===== src/rtl/mul_rs.sv =====
// Multiply reservation station: age-ordered oldest-ready select with CDB wakeup.
// Define MUL_RS_SAME_CYCLE_WAKEUP_EN to let a CDB hit make an entry issue in the same cycle.
module mul_rs #(
  parameter int DEPTH = 4,
  parameter int TAG_W = 6
) (
  input  logic                         clk_i,
  input  logic                         reset_i,
  input  logic                         flush_i,
  input  logic                         dispatch_valid_i,
  output logic                         dispatch_ready_o,
  input  logic [31:0]                  dispatch_pc_i,
  input  logic [31:0]                  dispatch_inst_i,
  input  logic [TAG_W-1:0]             dispatch_rd_tag_i,
  input  logic                         dispatch_rs1_ready_i,
  input  logic                         dispatch_rs2_ready_i,
  input  logic [31:0]                  dispatch_rs1_value_i,
  input  logic [31:0]                  dispatch_rs2_value_i,
  input  logic [TAG_W-1:0]             dispatch_rs1_tag_i,
  input  logic [TAG_W-1:0]             dispatch_rs2_tag_i,
  input  logic                         cdb_valid_i,
  input  logic [TAG_W-1:0]             cdb_tag_i,
  input  logic [31:0]                  cdb_value_i,
  output logic                         issue_valid_o,
  input  logic                         issue_ready_i,
  output logic [31:0]                  issue_pc_o,
  output logic [31:0]                  issue_inst_o,
  output logic [31:0]                  issue_rs1_value_o,
  output logic [31:0]                  issue_rs2_value_o,
  output logic [TAG_W-1:0]             issue_rd_tag_o,
  output logic [$clog2(DEPTH+1)-1:0]   occupancy_o
);

  localparam int IDX_W = $clog2(DEPTH);
  localparam int OCC_W = $clog2(DEPTH+1);

  typedef struct packed {
    logic             ready;
    logic [TAG_W-1:0] tag;
    logic [31:0]      value;
  } src_t;

  typedef struct packed {
    logic [31:0]      pc;
    logic [31:0]      inst;
    logic [TAG_W-1:0] rd_tag;
    src_t             rs1;
    src_t             rs2;
  } entry_t;

  logic   [DEPTH-1:0]            valid_q, valid_d;
  // older_q[i][j] set means entry j was dispatched before entry i.
  logic   [DEPTH-1:0][DEPTH-1:0] older_q, older_d;
  entry_t [DEPTH-1:0]            entry_q, entry_d;

  entry_t [DEPTH-1:0] view;
  logic   [DEPTH-1:0] eligible;
  logic   [IDX_W-1:0] sel_idx;
  logic   [IDX_W-1:0] alloc_idx;
  logic   [OCC_W-1:0] occupancy;
  logic               dispatch_fire;
  logic               issue_fire;
  entry_t             new_entry;

  function automatic src_t capture(input src_t s, input logic cv,
                                   input logic [TAG_W-1:0] ct, input logic [31:0] cval);
    capture = s;
    if (!s.ready && cv && (s.tag == ct)) begin
      capture.ready = 1'b1;
      capture.value = cval;
    end
  endfunction

  // Occupancy and the lowest free slot come from registered valid bits only.
  always_comb begin
    // NOTE: every always_comb output gets a default first so no path leaves it unassigned (no latch).
    occupancy = '0;
    alloc_idx = '0;
    for (int i = DEPTH-1; i >= 0; i--) begin
      occupancy = occupancy + OCC_W'(valid_q[i]);
      if (!valid_q[i]) alloc_idx = IDX_W'(i);
    end
  end

  assign dispatch_ready_o = (occupancy < OCC_W'(DEPTH));
  assign occupancy_o      = occupancy;

  // Select view: registered operands, or CDB-forwarded operands in same-cycle mode.
  always_comb begin
    view = entry_q;
`ifdef MUL_RS_SAME_CYCLE_WAKEUP_EN
    for (int i = 0; i < DEPTH; i++) begin
      view[i].rs1 = capture(entry_q[i].rs1, cdb_valid_i, cdb_tag_i, cdb_value_i);
      view[i].rs2 = capture(entry_q[i].rs2, cdb_valid_i, cdb_tag_i, cdb_value_i);
    end
`endif
    for (int i = 0; i < DEPTH; i++)
      eligible[i] = valid_q[i] && view[i].rs1.ready && view[i].rs2.ready;
  end

  // Oldest eligible entry: eligible with no eligible entry older than it.
  always_comb begin
    sel_idx = '0;
    for (int i = 0; i < DEPTH; i++)
      if (eligible[i] && !(|(older_q[i] & eligible))) sel_idx = IDX_W'(i);
  end

  assign issue_valid_o = (|eligible) && !flush_i;
  assign issue_fire    = issue_valid_o && issue_ready_i;
  assign dispatch_fire = dispatch_valid_i && dispatch_ready_o && !flush_i;

  always_comb begin
    issue_pc_o        = '0;
    issue_inst_o      = '0;
    issue_rs1_value_o = '0;
    issue_rs2_value_o = '0;
    issue_rd_tag_o    = '0;
    if (issue_valid_o) begin
      issue_pc_o        = view[sel_idx].pc;
      issue_inst_o      = view[sel_idx].inst;
      issue_rs1_value_o = view[sel_idx].rs1.value;
      issue_rs2_value_o = view[sel_idx].rs2.value;
      issue_rd_tag_o    = view[sel_idx].rd_tag;
    end
  end

  always_comb begin
    new_entry.pc     = dispatch_pc_i;
    new_entry.inst   = dispatch_inst_i;
    new_entry.rd_tag = dispatch_rd_tag_i;
    new_entry.rs1    = capture('{dispatch_rs1_ready_i, dispatch_rs1_tag_i, dispatch_rs1_value_i},
                               cdb_valid_i, cdb_tag_i, cdb_value_i);
    new_entry.rs2    = capture('{dispatch_rs2_ready_i, dispatch_rs2_tag_i, dispatch_rs2_value_i},
                               cdb_valid_i, cdb_tag_i, cdb_value_i);
  end

  always_comb begin
    valid_d = valid_q;
    older_d = older_q;
    entry_d = entry_q;
    for (int i = 0; i < DEPTH; i++) begin
      entry_d[i].rs1 = capture(entry_q[i].rs1, cdb_valid_i, cdb_tag_i, cdb_value_i);
      entry_d[i].rs2 = capture(entry_q[i].rs2, cdb_valid_i, cdb_tag_i, cdb_value_i);
    end
    if (issue_fire) valid_d[sel_idx] = 1'b0;
    if (dispatch_fire) begin
      valid_d[alloc_idx] = 1'b1;
      entry_d[alloc_idx] = new_entry;
      // Clear stale "older" claims about the reused slot, then make it youngest.
      for (int i = 0; i < DEPTH; i++) older_d[i][alloc_idx] = 1'b0;
      older_d[alloc_idx] = valid_q;
    end
    if (flush_i) valid_d = '0;
  end

  // NOTE: sequential state uses non-blocking assignments so all registers update together.
  always_ff @(posedge clk_i or posedge reset_i) begin
    if (reset_i) begin
      valid_q <= '0;
      older_q <= '0;
    end else begin
      valid_q <= valid_d;
      older_q <= older_d;
    end
  end

  // NOTE: the payload array is not reset; it is only observed through valid bits and gated outputs.
  always_ff @(posedge clk_i) begin
    entry_q <= entry_d;
  end

endmodule


===== config.mk =====
export PLATFORM = sky130hd
export DESIGN_NAME = mul_rs
export DESIGN_NICKNAME = d
export VERILOG_FILES = /design/src/rtl/mul_rs.sv
export SDC_FILE = /design/constraint.sdc
export NUM_CORES = 1
export LEC_CHECK = 0
export CORE_ASPECT_RATIO = 0.9
export CORE_MARGIN = 2
export CORE_UTILIZATION = 60
export CTS_CLUSTER_SIZE = 30
export DETAILED_ROUTE_END_ITERATION = 6
export PLACE_DENSITY = 0.82
export SLEW_MARGIN = 20
export SYNTH_ARGS = -nofsm -noshare
export SYNTH_HDL_FRONTEND = slang
export SYNTH_SLANG_ARGS = --single-unit

===== constraint.sdc =====
create_clock -name clk_i -period 11.41 [get_ports clk_i]
set_input_delay 1.141 -clock clk_i [delete_from_list [all_inputs] [get_ports clk_i]]
set_output_delay 1.141 -clock clk_i [all_outputs]
set_load 0.05 [all_outputs]

==> metrics.md <==
| Metric | Value |
|---|---|
| Avg WL per Cell | `about 27 microns` |
| Port Buf Inserts | `330` |
| Post-Syn Instances | `1932` |
| Worst R2R Start | `valid_q[1]` |
| Area contributors post-synth | `edfxtp_1 39%, dfxtp_1 21%, o221a_2 8.5%, a22oi_1 8.0%, nand2b_1 6.2%` |
| Sw Share | `between 20% and 30%` |
| Post-Syn Area | `0.02516 sq mm` |
| Worst R2R End | `entry_q[30]` |
| Row count | `just over 70` |
| Top cell type's share of synthesized area | `39.14%` |
| Later-pin clock latency in the skew report | `roughly 0.63 ns` |
| Switching pwr | `between 1000 and 1500 uW` |
| Hold_buf cts | `0` |
| CP endpoint kind | `output pin` |
| Slew Limit Fails | `0` |
| Die Y | `slightly below 200 microns` |
| Top_reg_cell synth | `edfxtp_1` |
| Longest Clk Path Bufs | `3` |
| Post-CTS Setup Bufs | `0` |
| Largest net degree at the start of global routing | `88` |
| Max Freq | `between 150 and 200 MHz` |
| Slowest stage cell, crit path | `clkdlybuf4s50_1` |
| Sequential area share after synthesis | `approximately three fifths` |
| Setup_tns | `0 ns` |
| Average size of a mapped cell | `roughly 13 sq um` |
| First-pass GRT wire length | `~110 mm` |
| Cell taking the most area after synthesis | `edfxtp_1` |
| H-tree depth | `2` |
| Multi-input gate area | `around 0.0088 sq mm` |
| #FFs+latches synth | `approximately 600` |
| Critical Path Source Type | `flip-flop` |
| Vias/cell | `6.832` |
| CP Max Fanout | `81` |
| TritonCTS Buffers | `between 50 and 60` |
| Unique cell type count in the Yosys netlist | `57` |
| Initial antenna violation count | `12` |
| Crit path DAT | `4.91 ns` |
| Power Density | `~180 mW/mm^2` |
| Post-Syn Nets | `about 2100` |
| Async SR Flop Fraction | `2.632%` |
| Via count | `~19000` |
| Hold crit path type | `reg -> reg` |
| Gp weighted congestion | `approximately 0.9` |
| Worst Setup EP | `issue_inst_o[17]` |
| CORE AREA | `around 0.042 sq mm` |
| Starting DRT DRC Count | `approximately 2200` |
| Max_cap viols | `0` |
| RSZ-0062 raised after global routing | `no` |
| Utilization after layout | `roughly three quarters` |
| Gr usage total | `~34%` |
| Num ports | `331` |
| Comb power frac | `about an eighth` |
| Fin crit share | `53.03%` |
| CTS Sinks | `608` |
| DRT antenna net count | `0` |
| # fillers | `between 2000 and 3000` |
| Number of synthesized flops with an enable pin | `328` |
| # setup viols final | `0` |
| Worst vdd ir | `approximately 0.16 mV` |
| Clock network fraction of design power | `roughly 37%` |
| Cts repair resizes | `0` |
| Layout area overhead | `21.67%` |
| Sequential power share | `approximately 50%` |
| Clock transition at the registers of the reported paths | `approximately 0.07 ns` |
| Syn. warnings | `0` |
| Total gr overflow | `0` |
| Worst Setup Path Type | `reg -> out` |
| Internal | `4150 uW` |
| Critical path's largest stage delay | `roughly 0.90 ns` |
| Dpl hpwl | `around 43 mm` |
| Final Skew | `approximately 0.017 ns` |
| Initial core utilization | `around three fifths` |
| Share of cells above drive strength 1 | `15.78%` |
| Relative max-transition margin | `23.31%` |
| Status | `finished, final reports clean` |
| First-pass DRT Iterations | `6` |
| Die X | `219.9 microns` |
| # DRC | `0` |
| Final hold viol count | `0` |
| CTS tree | `yes` |
| Worst R2R Setup Slack | `approximately 6.3 ns` |
| Post-layout min period | `6.051 ns` |
| P_leak | `about 0.011 uW` |
| Routed wire length | `74.91 mm` |
| Die area | `~0.044 sq mm` |
| Register area | `approximately 0.016 sq mm` |
| R2R depth | `8` |
| Layout net count | `2352` |
| Worst-path cell chain | `and4b_1 > o2111a_1 > and2_4 > buf_4 > a22oi_1 > a21oi_1 > clkdlybuf4s50_1` |
| Crit path required time | `10.27 ns` |
| Actual slew at the worst max-slew pin | `between 1 and 1.5 ns` |
| CP startpoint | `valid_q[2]` |
| Vias in the first global route | `18938` |
| Root Driver | `clkbuf_16` |
## logic make-up (layout without fill, tap and decap cells)
group / after synthesis / count (layout) / synth area share (%)
multiplexers: 6 / 6 / 0.2785
flip-flops: 608 / 608 / 61.73
other: 0 / 8 / 0
AO/OA/AOI/OAI: 700 / 700 / 23.21
AND/OR/NAND/NOR: 354 / 354 / 8.811
buffers and inverters: 201 / 474 / 3.699
adder cells (fa/ha/maj): 3 / 3 / 0.1790
XOR/XNOR: 60 / 60 / 2.088
## synthesized netlist by cell type, types with 7 or more instances
cell,instances
nand4_1,12
xor2_1,38
inv_1,7
edfxtp_1,328
a21oi_1,149
nor2_1,16
nand2b_1,251
clkbuf_1,71
nor3_1,8
nand2_1,12
buf_4,16
nand3_1,8
buf_1,45
dfrtp_1,16
dfxtp_1,264
o221a_2,191
o221a_1,65
a22oi_1,269
or2b_1,13
buf_6,7
o21ai_0,11
xnor2_1,22
buf_2,51
## stage by stage
step	std cells	setup slack (ns)	hold WS (ns)	instance area [sq um]	power (uW)
finish	2760	5.359	0.5036	30620	5425
global route	2755	5.285	0.5211	30600	5604
CTS	2752	5.478	0.5063	30600	5429
detailed placement	2644	5.934	0.4874	28590	3438
global placement	2644	5.886	0.4678	28590	3399
floorplan	1932	6.959	0.4460	25160	3207
## flip-flops by register name, summed over array words and instances (netlist names), named ones only
name     count
entry_q    592
older_q      9
valid_q      4
## how the worst min path moves through the flow
stage	cells past startpoint	slack, ns	from	endpoint
2_1_floorplan	1	0.45	flip-flop	flip-flop
3_3_place_gp	1	0.47	older_q[12]	older_q[12]
3_5_place_dp	1	0.49	flip-flop	flip-flop
4_1_cts	1	0.51	flip-flop	flip-flop
5_1_grt	1	0.52	flip-flop	flip-flop
6_report	1	0.50	flip-flop	flip-flop
## per-layer routing
layer / up-vias / wire (microns) / GRT usage, %
li1: 8070 / - / -
met1: 9250 / 28580 / 45.46
met5: - / 74 / 0
met3: 213 / 9177 / 9.969
met4: 12 / 2613 / 13.07
met2: 1312 / 34470 / 52.42
## critical path: cells and delay by family (launching register included)
family | cells | cell delay [ns]
buf+inv | 2 | 1.77
flops | 1 | 0.55
compound gates | 3 | 0.86
simple gates | 2 | 0.97
## final cells by class
type / instances / share of cell area (%)
diodes: 8 / 0.06539
clock buffers: 69 / 5.108
clock inverters: 39 / 1.430
inverters: 11 / 0.1471
multi-input cells: 1123 / 28.87
flip-flops and latches: 608 / 50.74
well taps: 547 / 2.235
repair buffers: 355 / 11.40
## layout by cell type, fill, tap and decap left out, types with 4 or more instances in the layout
cell,n
nand2b_1,251
o221a_2,191
inv_1,7
mux2i_4,4
nor2b_1,5
nand2_1,6
clkinvlp_4,4
diode_2,8
buf_4,25
dfrtp_1,16
xor2_1,38
nand3_1,8
clkbuf_1,5
or2b_1,13
xnor2_1,22
a22oi_1,269
dfxtp_1,264
clkinv_1,9
o221a_1,65
a21oi_1,145
clkdlybuf4s50_1,330
clkbuf_8,5
and2_1,5
clkbuf_16,59
bufinv_16,8
edfxtp_1,328
nand2_2,6
nand4_1,12
nor2_1,16
nor4_1,5
nor3_1,8
clkinv_2,18
o21ai_0,11
## power by group through the flow
stage	registers, uW	logic [uW]	clock network [uW]
2_1_floorplan	2710	500	0
3_3_place_gp	2740	657	0
3_5_place_dp	2750	687	0
4_1_cts	2710	695	2020
5_1_grt	2740	755	2100
6_report	2720	700	2000
Power figures use the tool's default switching activity.
